<file path="src/rtl/rtc_bcd_counter.sv">
// Time-of-day counter in packed BCD (hh:mm:ss) driven by a single clock and an
// internal second prescaler, with checked time/alarm loads and a 12h display view.
module rtc_bcd_counter #(
    parameter int TICK_DIV = 50000000,
    parameter int PRE_W    = 26
) (
    input  logic       clk,
    input  logic       reset,
    input  logic       run,
    input  logic       mode_12h,
    input  logic       load,
    input  logic [7:0] load_hour,
    input  logic [7:0] load_minute,
    input  logic [7:0] load_second,
    input  logic       alarm_set,
    input  logic [7:0] alarm_hour,
    input  logic [7:0] alarm_minute,
    input  logic       alarm_en,
    output logic [7:0] hour,
    output logic [7:0] minute,
    output logic [7:0] second,
    output logic       pm,
    output logic       s_bit,
    output logic       m_bit,
    output logic       h_bit,
    output logic       alarm,
    output logic       load_err
);

    logic [PRE_W-1:0] pre_q, pre_d;
    logic [7:0]       hour_q, hour_d, min_q, min_d, sec_q, sec_d;
    logic [7:0]       alarmHour_q, alarmHour_d, alarmMin_q, alarmMin_d;
    logic             sBit_q, sBit_d, mBit_q, mBit_d, hBit_q, hBit_d;
    logic             alarm_q, alarm_d, loadErr_q, loadErr_d;

    logic             tick, loadOk, alarmOk, secWrap, minWrap, dayWrap, alarmMatch;
    logic [7:0]       secInc, minInc, hourInc;
    logic [4:0]       hourBin, hour12Bin;
    logic [7:0]       hour12Bcd;

    function automatic logic bcdOk(input logic [7:0] v, input logic [7:0] maxV);
        return (v[3:0] <= 4'd9) && (v[7:4] <= 4'd9) && (v <= maxV);
    endfunction

    // Two-digit BCD counter 00..59; the caller decides whether to wrap past 59.
    function automatic logic [7:0] nextSixty(input logic [7:0] v);
        if (v[3:0] != 4'd9)
            return {v[7:4], v[3:0] + 4'd1};
        else if (v[7:4] == 4'd5)
            return 8'h00;
        else
            return {v[7:4] + 4'd1, 4'd0};
    endfunction

    function automatic logic [7:0] nextHour(input logic [7:0] v);
        if (v == 8'h23)
            return 8'h00;
        else if (v[3:0] == 4'd9)
            return {v[7:4] + 4'd1, 4'd0};
        else
            return {v[7:4], v[3:0] + 4'd1};
    endfunction

    always_comb begin
        tick       = run && (pre_q == PRE_W'(TICK_DIV - 1));
        loadOk     = bcdOk(load_hour, 8'h23) && bcdOk(load_minute, 8'h59)
                     && bcdOk(load_second, 8'h59);
        alarmOk    = bcdOk(alarm_hour, 8'h23) && bcdOk(alarm_minute, 8'h59);
        secWrap    = (sec_q == 8'h59);
        minWrap    = (min_q == 8'h59);
        dayWrap    = (hour_q == 8'h23);
        secInc     = nextSixty(sec_q);
        minInc     = secWrap ? nextSixty(min_q) : min_q;
        hourInc    = (secWrap && minWrap) ? nextHour(hour_q) : hour_q;
        alarmMatch = alarm_en && secWrap && (hourInc == alarmHour_q) && (minInc == alarmMin_q);
    end

    // A valid load takes priority over a coincident tick, which is simply discarded.
    always_comb begin
        pre_d       = pre_q;
        hour_d      = hour_q;
        min_d       = min_q;
        sec_d       = sec_q;
        alarmHour_d = alarmHour_q;
        alarmMin_d  = alarmMin_q;
        sBit_d      = 1'b0;
        mBit_d      = 1'b0;
        hBit_d      = 1'b0;
        alarm_d     = 1'b0;
        loadErr_d   = (load && !loadOk) || (alarm_set && !alarmOk);

        if (load && loadOk) begin
            hour_d = load_hour;
            min_d  = load_minute;
            sec_d  = load_second;
            pre_d  = '0;
        end else if (tick) begin
            hour_d  = hourInc;
            min_d   = minInc;
            sec_d   = secInc;
            pre_d   = '0;
            sBit_d  = secWrap;
            mBit_d  = secWrap && minWrap;
            hBit_d  = secWrap && minWrap && dayWrap;
            alarm_d = alarmMatch;
        end else if (run) begin
            pre_d = pre_q + PRE_W'(1);
        end

        if (alarm_set && alarmOk) begin
            alarmHour_d = alarm_hour;
            alarmMin_d  = alarm_minute;
        end
    end

    always_ff @(posedge clk) begin
        if (reset) begin
            pre_q       <= '0;
            hour_q      <= 8'h00;
            min_q       <= 8'h00;
            sec_q       <= 8'h00;
            alarmHour_q <= 8'h00;
            alarmMin_q  <= 8'h00;
            sBit_q      <= 1'b0;
            mBit_q      <= 1'b0;
            hBit_q      <= 1'b0;
            alarm_q     <= 1'b0;
            loadErr_q   <= 1'b0;
        end else begin
            pre_q       <= pre_d;
            hour_q      <= hour_d;
            min_q       <= min_d;
            sec_q       <= sec_d;
            alarmHour_q <= alarmHour_d;
            alarmMin_q  <= alarmMin_d;
            sBit_q      <= sBit_d;
            mBit_q      <= mBit_d;
            hBit_q      <= hBit_d;
            alarm_q     <= alarm_d;
            loadErr_q   <= loadErr_d;
        end
    end

    // 12h view: 00 and 12 both show as 12, afternoon hours drop by twelve.
    always_comb begin
        hourBin   = 5'(hour_q[7:4]) * 5'd10 + 5'(hour_q[3:0]);
        hour12Bin = hourBin;
        if (hourBin == 5'd0)
            hour12Bin = 5'd12;
        else if (hourBin > 5'd12)
            hour12Bin = hourBin - 5'd12;
        if (hour12Bin >= 5'd10)
            hour12Bcd = {4'd1, 4'(hour12Bin - 5'd10)};
        else
            hour12Bcd = {4'd0, hour12Bin[3:0]};
    end

    assign hour     = mode_12h ? hour12Bcd : hour_q;
    assign minute   = min_q;
    assign second   = sec_q;
    assign pm       = (hour_q >= 8'h12);
    assign s_bit    = sBit_q;
    assign m_bit    = mBit_q;
    assign h_bit    = hBit_q;
    assign alarm    = alarm_q;
    assign load_err = loadErr_q;

endmodule

</file>
<file path="config.mk">
export PLATFORM = sky130hd
export DESIGN_NAME = rtc_bcd_counter
export DESIGN_NICKNAME = d
export VERILOG_FILES = /design/src/rtl/rtc_bcd_counter.sv
export SDC_FILE = /design/constraint.sdc
export NUM_CORES = 1
export LEC_CHECK = 0
export ABC_AREA = 1
export CAP_MARGIN = 20
export CORE_MARGIN = 5
export CORE_UTILIZATION = 40
export DETAILED_ROUTE_END_ITERATION = 12
export PLACE_DENSITY_LB_ADDON = 0.3
export RECOVER_POWER = 50
export SKIP_CTS_REPAIR_TIMING = 1
export SLEW_MARGIN = 20
export SYNTH_ARGS = -nofsm -noshare
export SYNTH_HDL_FRONTEND = slang
export SYNTH_SLANG_ARGS = --single-unit
</file>
<file path="constraint.sdc">
create_clock -name clk -period 4.05 [get_ports clk]
set_input_delay 0.405 -clock clk [delete_from_list [all_inputs] [get_ports clk]]
set_output_delay 0.405 -clock clk [all_outputs]
set_load 0.05 [all_outputs]
</file>
==> impl_metrics.ini <==
[status]
status = finished, final reports clean

[worst_setup_path]
cp-start-kind = flop
reg2reg_depth = 10
slowest_stage = dfxtp_1
critPathMaxFanout = 7
path_cells = ha_1, ha_1, xor2_1, inv_2, ha_1, nand3_1, nand3_1, inv_1, ha_1, inv_1, nand2_1, nand3_1, nand2_1, nand2_1, o21ai_1, dlymetal6s2s_1
r2r_end = hour_q[4]
cp.arrival_ns = 3.30
r2r_slack_ns = 1.46
crit_path_frequent_cell = ha_1
cp-end-kind = output pin
critical_path_class = reg -> out
cp.required_ns = 3.64
rr_startpoint = pre_q[0]
slowest_delay_ns = 0.45

[final_layout]
num_antenna_cells = 0
drive_gt1_frac = 0.07040
fin_util = 0.5088
final_common_cell = nand2_1
nNetsFinal = 823
most-common-layout-cells = nand2_1 (162), nand3_1 (74), nor2_1 (73)
areaGrowthSynthToFinish_pct = 26.00

[clock_tree]
clk_pin_slew_ns = 0.06
insertion_delay_ns = 0.34
cts_buffers = 9
cts.sinks = 71
root_buffer = clkbuf_16
cts_tree = done
cts_max_level = 3
cts_buffer_depth = 2

[timing]
slew_headroom = 0.4061
timing.fmax_mhz = 270.2
finalSetupViolations = 0
tightest_slew_ns = 0.8815
fin_crit_ns = 3.701
whs_ns = 0.4636
setup_ws_ns = 0.3493
clock_skew_ns = 0.008499
fin_crit_sh = 0.9137
finalHoldViolations = 0
rsz0062_at_grt = no
report.final.slew_viol_count = 0

[power]
p_leak_uw = 0.002441
irDropWorstVdd_v = 0.0001911
power.density_nw_per_um2 = 296.5

[drt]
dr.pass1.iters = 5
drt_iter0_markers = 263
postRouteAntennaNets = 0
post_drt_wl_per_cell_um = 14.68
vias = 4855
remaining_drc_errors = 0
wirelength_mm = 13.36
viasPerCell = 5.335

[global_route]
grt.overflow.total = 0
grt_pass1_wl_mm = 21.35
grt_pass1_vias = 4568
grt.total_usage = 0.1961
antenna_found_initial = 0
grt_max_degree = 38

[floorplan]
ios = 77
die_h_um = 116.7
row_count = 39
die_w_um = 116.7
dieArea_um2 = 13610
core_um2 = 11270
start_util = 0.4038

[min_path]
min-delay-start = alarmHour_q[7]
holdPathStages = 2
hold_end = alarmHour_q[7]
hold_path.class = reg -> reg

[yosys]
synthFlopType = dfxtp_1
ys_warn_count = 0
synth_cells = 693
synth_cell_types = 46
synth_edf_count = 0
ys_ff_latch = 71
mappedNetlistArea_um2 = 4552
synthArstFlopShare = 0
yosysSeqAreaShare = 0.3123
syn-num-nets = 754
syn_area_per_cell_um2 = 6.568

[place]
hpwl_mm = 10.05
place_congestion = 0.8918
numPortBuffers = 76
pre_cts_ws_ns = 0.3207

[job]
max-cap-violations = 0
[synth_stat cells, types with 2 or more instances]
master / count / area share
nand2_4: 3 / 0.0074
nand4_1: 18 / 0.025
o211ai_1: 5 / 0.0082
nand3b_1: 2 / 0.0033
or2_1: 2 / 0.0027
o21ai_2: 3 / 0.0058
or2_2: 3 / 0.0041
a21oi_1: 32 / 0.035
nor2_8: 2 / 0.0088
o21a_1: 3 / 0.0049
buf_2: 8 / 0.0088
a31oi_1: 3 / 0.0041
nor2_1: 73 / 0.060
o21ai_0: 44 / 0.048
clkbuf_1: 10 / 0.0082
inv_2: 12 / 0.0099
nand3_1: 73 / 0.080
dfxtp_1: 71 / 0.31
xor2_1: 15 / 0.029
nor4_1: 3 / 0.0041
nor2_2: 7 / 0.0096
nor3_2: 2 / 0.0044
xnor2_1: 10 / 0.019
a221oi_1: 2 / 0.0038
ha_1: 13 / 0.036
nor3_1: 12 / 0.013
nand2_1: 161 / 0.13
inv_1: 69 / 0.057
nor2_4: 2 / 0.0049
o21ai_1: 4 / 0.0044
nand2_2: 5 / 0.0069
o221ai_1: 3 / 0.0058
and3_1: 2 / 0.0027
a211oi_1: 4 / 0.0066
[worst max-delay path by stage]
| stage | start | to | slack, ns | depth (start not counted) |
|---|---|---|---|---|
| after floorplan | hour_q[6] | hour[2] | 0.78 | 15 |
| after global placement | hour_q[6] | hour[1] | 0.47 | 16 |
| after detailed placement | hour_q[6] | hour[1] | 0.32 | 16 |
| after CTS | hour_q[6] | hour[1] | -0.04 | 16 |
| after global routing | hour_q[6] | hour[1] | 0.05 | 17 |
| final | hour_q[6] | hour[1] | 0.35 | 16 |
[power by group]
part           internal (uW)  total (uW)  switching, uW  leakage, uW
clock                    559         878            319     0.000163
combinational           55.9         116           60.1      0.00171
sequential               703         706           3.46     0.000573
[cell families after synthesis]
kind of cell               Yosys count  share of synthesized area
and+or+nand+nor                    373                     0.3755
buffers and inverters              103                    0.08988
xor gates and xnor gates            25                    0.04810
AOI/OAI and AO/OA                  107                     0.1341
DFF                                 71                     0.3123
adders and majority gates           14                    0.04013
[layout make-up]
class,count,area [um^2]
clock buffers,10,239.0
clock inverters,6,91.34
fillers,1135,5537
inverters,83,312.8
multi-input cells,519,2710
flip-flops and latches,71,1421
well taps,143,178.9
repair buffers,78,782.0
[per-layer routing]
metal  GRT usage  share of wire  up-vias
met5           0              0        -
met4     0.08257          0.034        0
met3     0.03731          0.057       36
met2      0.3398           0.49      144
met1      0.2376           0.41     2253
li1            -              -     2422
[per-stage QoR]
step	std cells	power (uW)	setup TNS [ns]	cell area, um^2
after global routing	910	1761	0	5736
after floorplan	693	770.0	0	4552
after global placement	894	837.4	0	5410
after detailed placement	894	838.6	0	5410
final	910	1700	0	5736
after CTS	910	1717	-0.07754	5741
[registers in the layout (all words and copies together) (netlist names)]
register,flops
pre_q,26
minute,8
hour_q,8
alarmMin_q,8
second,8
s_bit,1
alarmHour_q,8
alarm,1
m_bit,1
h_bit,1
load_err,1
[worst max-delay path, delay by kind of cell, from the launching register on]
kind	cells	cell delay [ns]
simple gates	6	0.55
fa+ha+maj	4	0.96
compound gates	1	0.06
xor+xnor	1	0.31
buf+inv	4	0.61
flops	1	0.45
(Power assumes the default switching activity.)
